===== src/rtl/aref_scheduler.sv =====
// Auto-refresh scheduler: counts tREFI ticks into a bounded owed-refresh
// counter and, when allowed, takes over the dispatcher slot to issue
// PRE-all followed by one or more back-to-back REF commands.
`timescale 1ns/1ps
module aref_scheduler #(
    parameter logic [9:0]  TRP           = 10'd12,
    parameter logic [3:0]  MAX_POSTPONE  = 4'd8,
    parameter logic [31:0] PRE_ALL_INSTR = 32'h0,
    parameter logic [31:0] REF_INSTR     = 32'h0
) (
    input  logic        clk,
    input  logic        rst,
    input  logic        aref_set_interval,
    input  logic [27:0] aref_interval,
    input  logic        aref_set_trfc,
    input  logic [27:0] aref_trfc,
    input  logic        host_en,
    input  logic [31:0] host_instr,
    output logic        host_ack,
    output logic        disp_en,
    output logic [31:0] disp_instr,
    input  logic        disp_ack,
    output logic        busy,
    output logic [3:0]  pending,
    output logic [15:0] ref_count
);

    localparam logic [2:0] ST_IDLE     = 3'd0;
    localparam logic [2:0] ST_PRE      = 3'd1;
    localparam logic [2:0] ST_WAIT_RP  = 3'd2;
    localparam logic [2:0] ST_REF      = 3'd3;
    localparam logic [2:0] ST_WAIT_RFC = 3'd4;

    // A zero precharge wait still needs one idle cycle before REF.
    localparam logic [27:0] TRP_LOAD = (TRP == 10'd0) ? 28'd1 : {18'd0, TRP};

    logic [2:0]  state_q,     state_d;
    logic [27:0] interval_q,  interval_d;
    logic [27:0] trfc_q,      trfc_d;
    logic [27:0] tcnt_q,      tcnt_d;
    logic [27:0] wcnt_q,      wcnt_d;
    logic [3:0]  pending_q,   pending_d;
    logic [15:0] ref_count_q, ref_count_d;

    logic tick;
    logic ref_done;

    assign tick     = (interval_q != 28'd0) && (tcnt_q == 28'd1);
    assign ref_done = (state_q == ST_REF) && disp_ack;

    assign busy      = (state_q != ST_IDLE);
    assign pending   = pending_q;
    assign ref_count = ref_count_q;

    // Configuration registers and the free-running tREFI tick counter.
    always_comb begin
        interval_d = interval_q;
        trfc_d     = trfc_q;
        tcnt_d     = tcnt_q;
        if (aref_set_interval) begin
            interval_d = aref_interval;
        end
        if (aref_set_trfc) begin
            trfc_d = aref_trfc;
        end
        if (aref_set_interval) begin
            tcnt_d = aref_interval;
        end else if (interval_q == 28'd0) begin
            tcnt_d = 28'd0;
        end else if (tcnt_q <= 28'd1) begin
            tcnt_d = interval_q;
        end else begin
            tcnt_d = tcnt_q - 28'd1;
        end
    end

    // Owed-refresh bookkeeping: a tick and a REF ack in one cycle cancel.
    always_comb begin
        pending_d   = pending_q;
        ref_count_d = ref_count_q;
        if (ref_done) begin
            ref_count_d = ref_count_q + 16'd1;
        end
        if (tick && ref_done) begin
            pending_d = pending_q;
        end else if (tick && (pending_q != MAX_POSTPONE)) begin
            pending_d = pending_q + 4'd1;
        end else if (ref_done && (pending_q != 4'd0)) begin
            pending_d = pending_q - 4'd1;
        end
    end

    // Refresh FSM and slot ownership; outside IDLE the slot outputs depend on state only.
    always_comb begin
        state_d    = state_q;
        wcnt_d     = wcnt_q;
        disp_en    = 1'b0;
        disp_instr = 32'h0;
        host_ack   = 1'b0;
        case (state_q)
            ST_IDLE: begin
                disp_en    = host_en;
                disp_instr = host_instr;
                host_ack   = disp_ack;
                if ((pending_q != 4'd0) && (!host_en || (pending_q == MAX_POSTPONE))) begin
                    state_d = ST_PRE;
                end
            end
            ST_PRE: begin
                disp_en    = 1'b1;
                disp_instr = PRE_ALL_INSTR;
                if (disp_ack) begin
                    wcnt_d  = TRP_LOAD;
                    state_d = ST_WAIT_RP;
                end
            end
            ST_WAIT_RP: begin
                if (wcnt_q != 28'd0) begin
                    wcnt_d = wcnt_q - 28'd1;
                end
                if (wcnt_q <= 28'd1) begin
                    state_d = ST_REF;
                end
            end
            ST_REF: begin
                disp_en    = 1'b1;
                disp_instr = REF_INSTR;
                if (disp_ack) begin
                    wcnt_d  = (trfc_q == 28'd0) ? 28'd1 : trfc_q;
                    state_d = ST_WAIT_RFC;
                end
            end
            ST_WAIT_RFC: begin
                if (wcnt_q != 28'd0) begin
                    wcnt_d = wcnt_q - 28'd1;
                end
                // Banks are still closed after a REF, so owed refreshes skip PRE.
                if (wcnt_q <= 28'd1) begin
                    state_d = (pending_q != 4'd0) ? ST_REF : ST_IDLE;
                end
            end
            default: begin
                state_d = ST_IDLE;
            end
        endcase
    end

    // State registers with synchronous reset.
    always_ff @(posedge clk) begin
        if (rst) begin
            state_q     <= ST_IDLE;
            interval_q  <= 28'd0;
            trfc_q      <= 28'd0;
            tcnt_q      <= 28'd0;
            wcnt_q      <= 28'd0;
            pending_q   <= 4'd0;
            ref_count_q <= 16'd0;
        end else begin
            state_q     <= state_d;
            interval_q  <= interval_d;
            trfc_q      <= trfc_d;
            tcnt_q      <= tcnt_d;
            wcnt_q      <= wcnt_d;
            pending_q   <= pending_d;
            ref_count_q <= ref_count_d;
        end
    end

endmodule


===== config.mk =====
export PLATFORM = sky130hd
export DESIGN_NAME = aref_scheduler
export DESIGN_NICKNAME = d
export VERILOG_FILES = /design/src/rtl/aref_scheduler.sv
export SDC_FILE = /design/constraint.sdc
export NUM_CORES = 1
export LEC_CHECK = 0
export ABC_AREA = 1
export BUFFER_PORTS_ARGS = -buffer_cell sky130_fd_sc_hd__buf_2
export CORE_UTILIZATION = 45
export DETAILED_ROUTE_END_ITERATION = 8
export GPL_TIMING_DRIVEN = 0
export HOLD_SLACK_MARGIN = 0.06
export PLACE_DENSITY_LB_ADDON = 0.05
export SETUP_SLACK_MARGIN = 0.5
export SYNTH_ARGS = -nofsm -noshare
export SYNTH_HDL_FRONTEND = slang
export SYNTH_SLANG_ARGS = --single-unit

===== constraint.sdc =====
create_clock -name clk -period 2.6 [get_ports clk]
set_input_delay 0.26 -clock clk [delete_from_list [all_inputs] [get_ports clk]]
set_output_delay 0.26 -clock clk [all_outputs]
set_load 0.05 [all_outputs]

Word-level counts from Yosys, hierarchy flattened
Index checks and enable logic that the tools add are counted.
{ "totals": {"wordCells": 70, "input_bits": 94, "reg_bits": 135, "output_inout_bits": 55} }
{ "classes": {"magnitude_cmp": 2, "add_sub_neg": 5, "reduce_logical": 22, "n_bitwise": 1, "n_eq_ne": 13, "n_mux": 20} }
{ "ops": {"columns": ["op", "n"], "rows": [
  ["2-to-1 mux 28 bit", 7],
  ["one-hot mux 28 bit (3 select lines)", 1],
  ["<= comparator 28 x 1 -> 1 bit, second input constant", 2],
  ["logical NOT 28 bit", 2],
  ["nonzero test 28 bit", 2],
  ["subtractor 28 x 1 -> 28 bit, second input constant", 2],
  ["2-to-1 mux 32 bit", 1],
  ["== test 28 x 1 -> 1 bit, second input constant", 1],
  ["adder 16 x 1 -> 16 bit, second input constant", 1],
  ["2-to-1 mux 3 bit", 5],
  ["one-hot mux 3 bit (5 select lines)", 1],
  ["!= test 2 bit, second input constant", 5],
  ["2-to-1 mux 4 bit", 2],
  ["== test 3 x 2 -> 1 bit, second input constant", 2],
  ["logical AND 1 bit", 6],
  ["nonzero test 3 bit", 2],
  ["AND reduction 5 bit", 1],
  ["adder 4 x 1 -> 4 bit, second input constant", 1],
  ["== test 4 bit, second input constant", 1],
  ["!= test 4 bit, second input constant", 1],
  ["AND reduction 4 bit", 1],
  ["nonzero test 4 bit", 1],
  ["OR reduction 2 bit", 2],
  ["subtractor 4 x 1 -> 4 bit, second input constant", 1],
  ["other kinds (12)", 12]
]} }

Longest topological paths before layout
{ "depth": {"depth_word": 5, "mapped_depth": 17, "ltp_nobuf": 17} }

Worst setup path after synthesis
OpenSTA, ideal clock, no wires.
{ "synth_timing": {"kind": "register -> register", "start": "reg pending_q[1] (netlist: pending[1])", "end": "reg pending_q[3] (netlist: pending[3])", "n_path_buf": 0, "period_less_slack_ps": 2305, "arrival_time_ps": 2188, "required_time_ps": 2483, "path_slack_ps": 295, "stages_incl_launch_ff": 14, "setup_ps": 117, "path_cell_list": "dfxtp_1 -> inv_1 -> nand2_1 -> nor2_1 -> nand2_1 -> nand3_1 -> ha_1 -> a21o_1 -> a21oi_1 -> nand4_1 -> nand2_1 -> inv_1 -> a21oi_1 -> nor2_1"} }
{ "synth_via": {"elab_chain_len": 4, "elab_cells_between_ends": 10, "classes_between": "add/sub (2); eq/ne (1); mux (2); reduce/logical (5)"} }
{ "synth_lines": {"columns": ["element", "line", "rtl"], "rows": [
  ["start, declared", "42", "logic [3:0] pending_q, pending_d;"],
  ["start signal, assigned", "164", "pending_q <= pending_d;"],
  ["branches (longest 4 deep; another with subtractor 4 x 1 -> 4 bit)", null, null]
]} }
Several ways; the timed one is not identified. The select of a mux whose other input is x is not followed.
A chain may end at the register's enable or synchronous reset.

Worst setup path in the final report
{ "layout_timing": {"start": "reg tcnt_q[19]", "end": "reg pending_q[3] (netlist: pending[3])"} }
{ "layout_via": {"elab_chain_len": 5, "elab_cells_between_ends": 8, "classes_between": "eq/ne (1); mux (1); bitwise (1); reduce/logical (5)"} }
{ "layout_lines": {"columns": ["element", "line", "rtl"], "rows": [
  ["start, declared", "40", "logic [27:0] tcnt_q, tcnt_d;"],
  ["start signal, assigned", "162", "tcnt_q <= tcnt_d;"],
  ["== test 28 x 1 -> 1 bit (*)", "48", "assign tick = (interval_q != 28'd0) && (tcnt_q == 28'd1);"],
  ["logical AND 1 bit (*)", "48", null],
  ["logical AND 1 bit (on tied branches)", "86, 84", null],
  ["nonzero test 2 bit (no line) or inverter 1 bit (tied branches)", null, null],
  ["AND reduction 2 bit (no line)", null, null]
]} }
Mark *: on every way between the ends. The rest lies on a longest branch, timed or not.

==> impl_metrics.tcl <==
set metrics [dict create \
    end_kind "flip-flop" \
    grt_util_all_layers_pct 27.3 \
    vias 8073 \
    grt_max_degree 17 \
    antenna_found_initial 0 \
    cts.sinks 135 \
    ys_ff_latch 135 \
    relSlewSlack_pct 53.5 \
    hpwlAfterDp_um 16700 \
    hold_ws_ns 0.0691 \
    critPathKind "flip-flop to flip-flop" \
    status "complete, no violations" \
    total_power_uw 9070 \
    placement.io_buffers 146 \
    worst_r2r_endpoint "pending[3]" \
    cts_max_level 4 \
    rr_startpoint "tcnt_q[19]" \
    routed_wl_um 23200 \
    worst-path-max-fanout 3 \
    die_w_um 131 \
    worstSkewPairLatency_ns 0.43 \
    initial_core_util_pct 46.8 \
    antenna_left 0 \
    r2r_cells 14 \
    path_clk_slew_ns 0.06 \
    drc 0 \
    ys_seq_area_share_pct 35.9 \
    period_share_pct 83.7 \
    met3_usage_pct 5.21 \
    required_ns 2.92 \
    grt_use_met1_pct 31.7 \
    hold_class "input pin to flip-flop" \
    synthTopCellsByArea "dfxtp_1 (36%), nand2_1 (13%), nor2_1 (10%)" \
    initialDrtViolationCount 445 \
    gr-total-overflow 0 \
    synth_top_cell_area_share_pct 35.9 \
    fin_nets 1483 \
    synth.largest_area_cell "dfxtp_1" \
    place_congestion 0.905 \
    dr.pass1.iters 5 \
    ys_warn_count 0 \
    hold_viol 0 \
    cts_tree "built" \
    wl_per_cell_um 14.4 \
    synth_nets 1286 \
    min_period_ns 2.18 \
    rows 46 \
    arrival_ns 2.49 \
    diodes 0 \
    area_delta_synth_final_pct 29.4 \
    syn_avg_cell_area_um2 6.37 \
    ys_types 40 \
    max-cap-violations 0 \
    layout_common_cells "nand2_1 (249), nor2_1 (181), inv_1 (143), a21oi_1 (126)" \
    use_met2_pct 48.6 \
    vdd_drop_max_v 0.000597 \
    hold_depth 3 \
    netlist_instances 1183 \
    die_area_um2 17300 \
    setup_viol 0 \
    worst_path_largest_cell_delay_ns 0.35 \
    coreArea_um2 16100 \
    cts_buffer_depth 2 \
    layout-drive-gt1-share_pct 21.8 \
    grt_pass1_wl_um 37600 \
    rsz0062_at_grt "yes" \
    async_flop_share_pct 0 \
    r2r_slack_ns 0.42 \
    grt.busiest_layer "met2" \
    power_leakage_uw 0.00453 \
    final_common_cell "nand2_1" \
    cts-root-buf "clkbuf_16" \
    dp_cells 1545 \
    cp_cell_sequence "nor2_2 -> nand2_1 -> inv_1 -> nand2_2 -> nor2_4 -> nand3_4 -> ha_4 -> a21o_1 -> a21oi_2 -> nand4_1 -> nand2_1 -> inv_1 -> a21oi_1 -> nor2_1" \
    routed_via_density 5.02 \
    skew_ns 0.00962 \
    grt_pass1_vias 7688 \
    fin_cells 1609 \
    critPathLaunchType "flip-flop" \
    max_freq_mhz 459 \
    tightest_slew_ns 0.698 \
    pwr_density_cell_nw_per_um2 930 \
    cts_buffers 17 \
    tns_ns 0 \
    synthFlopType "dfxtp_1" \
    cp_slowest_cell "dfxtp_1" \
    die_y_um 131 \
    netlist_area_um2 7540 \
    hold_start "aref_trfc[25]" \
    pin_count 149 \
    min_to "trfc_q[25]" \
    synth_edf_count 0 \
    slew_violations 0 \
]
synth_stat cells (2+ instances only):
library cell and instances:
nand2_2 9, xor2_1 21, ha_1 8, nor4_1 7
inv_1 144, nor2_2 13, nor3_1 12, buf_6 6
a21oi_1 127, o21a_1 5, dfxtp_1 135, clkbuf_1 31
o211ai_1 7, nand3_1 52, o21ai_0 64, xnor2_1 11
o21bai_1 2, buf_1 3, nor2_4 3, o21ai_1 16
nor2_1 209, o22ai_1 7, nand4_1 16, nand3b_1 2
inv_2 3, buf_2 6, nand2_1 251
critical path, delay by kind of cell, from the launching register on:
family	cells	cell delay (ns)
buffers and inverters	2	0.13
and+or+nand+nor	8	0.91
adders and majority gates	1	0.22
DFF	1	0.35
AOI/OAI and AO/OA	3	0.45
how the worst max path moves through the flow:
stage                         startpoint             end  slack (ns)  cells after the start
after floorplan               state_q[1]  disp_instr[22]        0.34                      6
after global placement    interval_q[10]      pending[3]        0.11                     13
after detailed placement  interval_q[10]      pending[3]        0.07                     13
after CTS                 interval_q[10]      pending[3]        0.40                     13
after global routing           tcnt_q[3]      pending[3]        0.30                     14
final                         tcnt_q[19]      pending[3]        0.42                     14
cell families (layout without fill, tap and decap cells):
group,Yosys count,in the layout,synth area share [%]
and+or+nand+nor,576,576,31.7
buffers and inverters,196,406,10.5
DFF,135,135,35.9
xor gates and xnor gates,32,32,3.72
AOI/OAI and AO/OA,235,235,16.6
adders and majority gates,9,9,1.59
power breakdown:
part	switching (uW)	leakage, uW	internal (uW)
Clock	944	0.000312	1680
Sequential	200	0.00111	2280
Combinational	2680	0.00310	1300
Total	3820	0.00453	5250
registers in the layout (all words and copies together) (netlist names):
name / flops
trfc_q: 28
state_q: 3
wcnt_q: 28
pending: 4
ref_count: 16
tcnt_q: 28
interval_q: 28
per-layer routing:
layer / up-vias / routed length, um
li1: 4173 / -
met1: 3687 / 10100
met2: 182 / 11700
met3: 31 / 856
met4: 0 / 571
met5: - / 0
repair_timing:
item                                    4_1_cts  5_1_grt
pin swaps                                    18       10
endpoints found under the setup margin       53       66
gates resized for setup                      61       54
endpoints found under the hold margin         7        0
hold buffers                                  7        0
buffers inserted                             22        3
final cells by class:
cell class	count	area (um^2)
Fill cell	1579	6360
Buffer	47	251
Clock inverter	12	173
Timing Repair Buffer	178	1100
Tap cell	216	270
Inverter	149	564
Clock buffer	20	467
Multi-Input combinational cell	852	4220
Sequential cell	135	2720
stage by stage:
| stage | utilization [%] | worst slack (ns) | cell area, um^2 |
|---|---|---|---|
| final | 60.5 | 0.423 | 9760 |
| after global routing | 60.5 | 0.300 | 9760 |
| after CTS | 59.5 | 0.402 | 9580 |
| after detailed placement | 53.0 | 0.0676 | 8540 |
| after global placement | 53.0 | 0.111 | 8540 |
| after floorplan | - | 0.345 | 7540 |
Power figures use the tool's default switching activity.
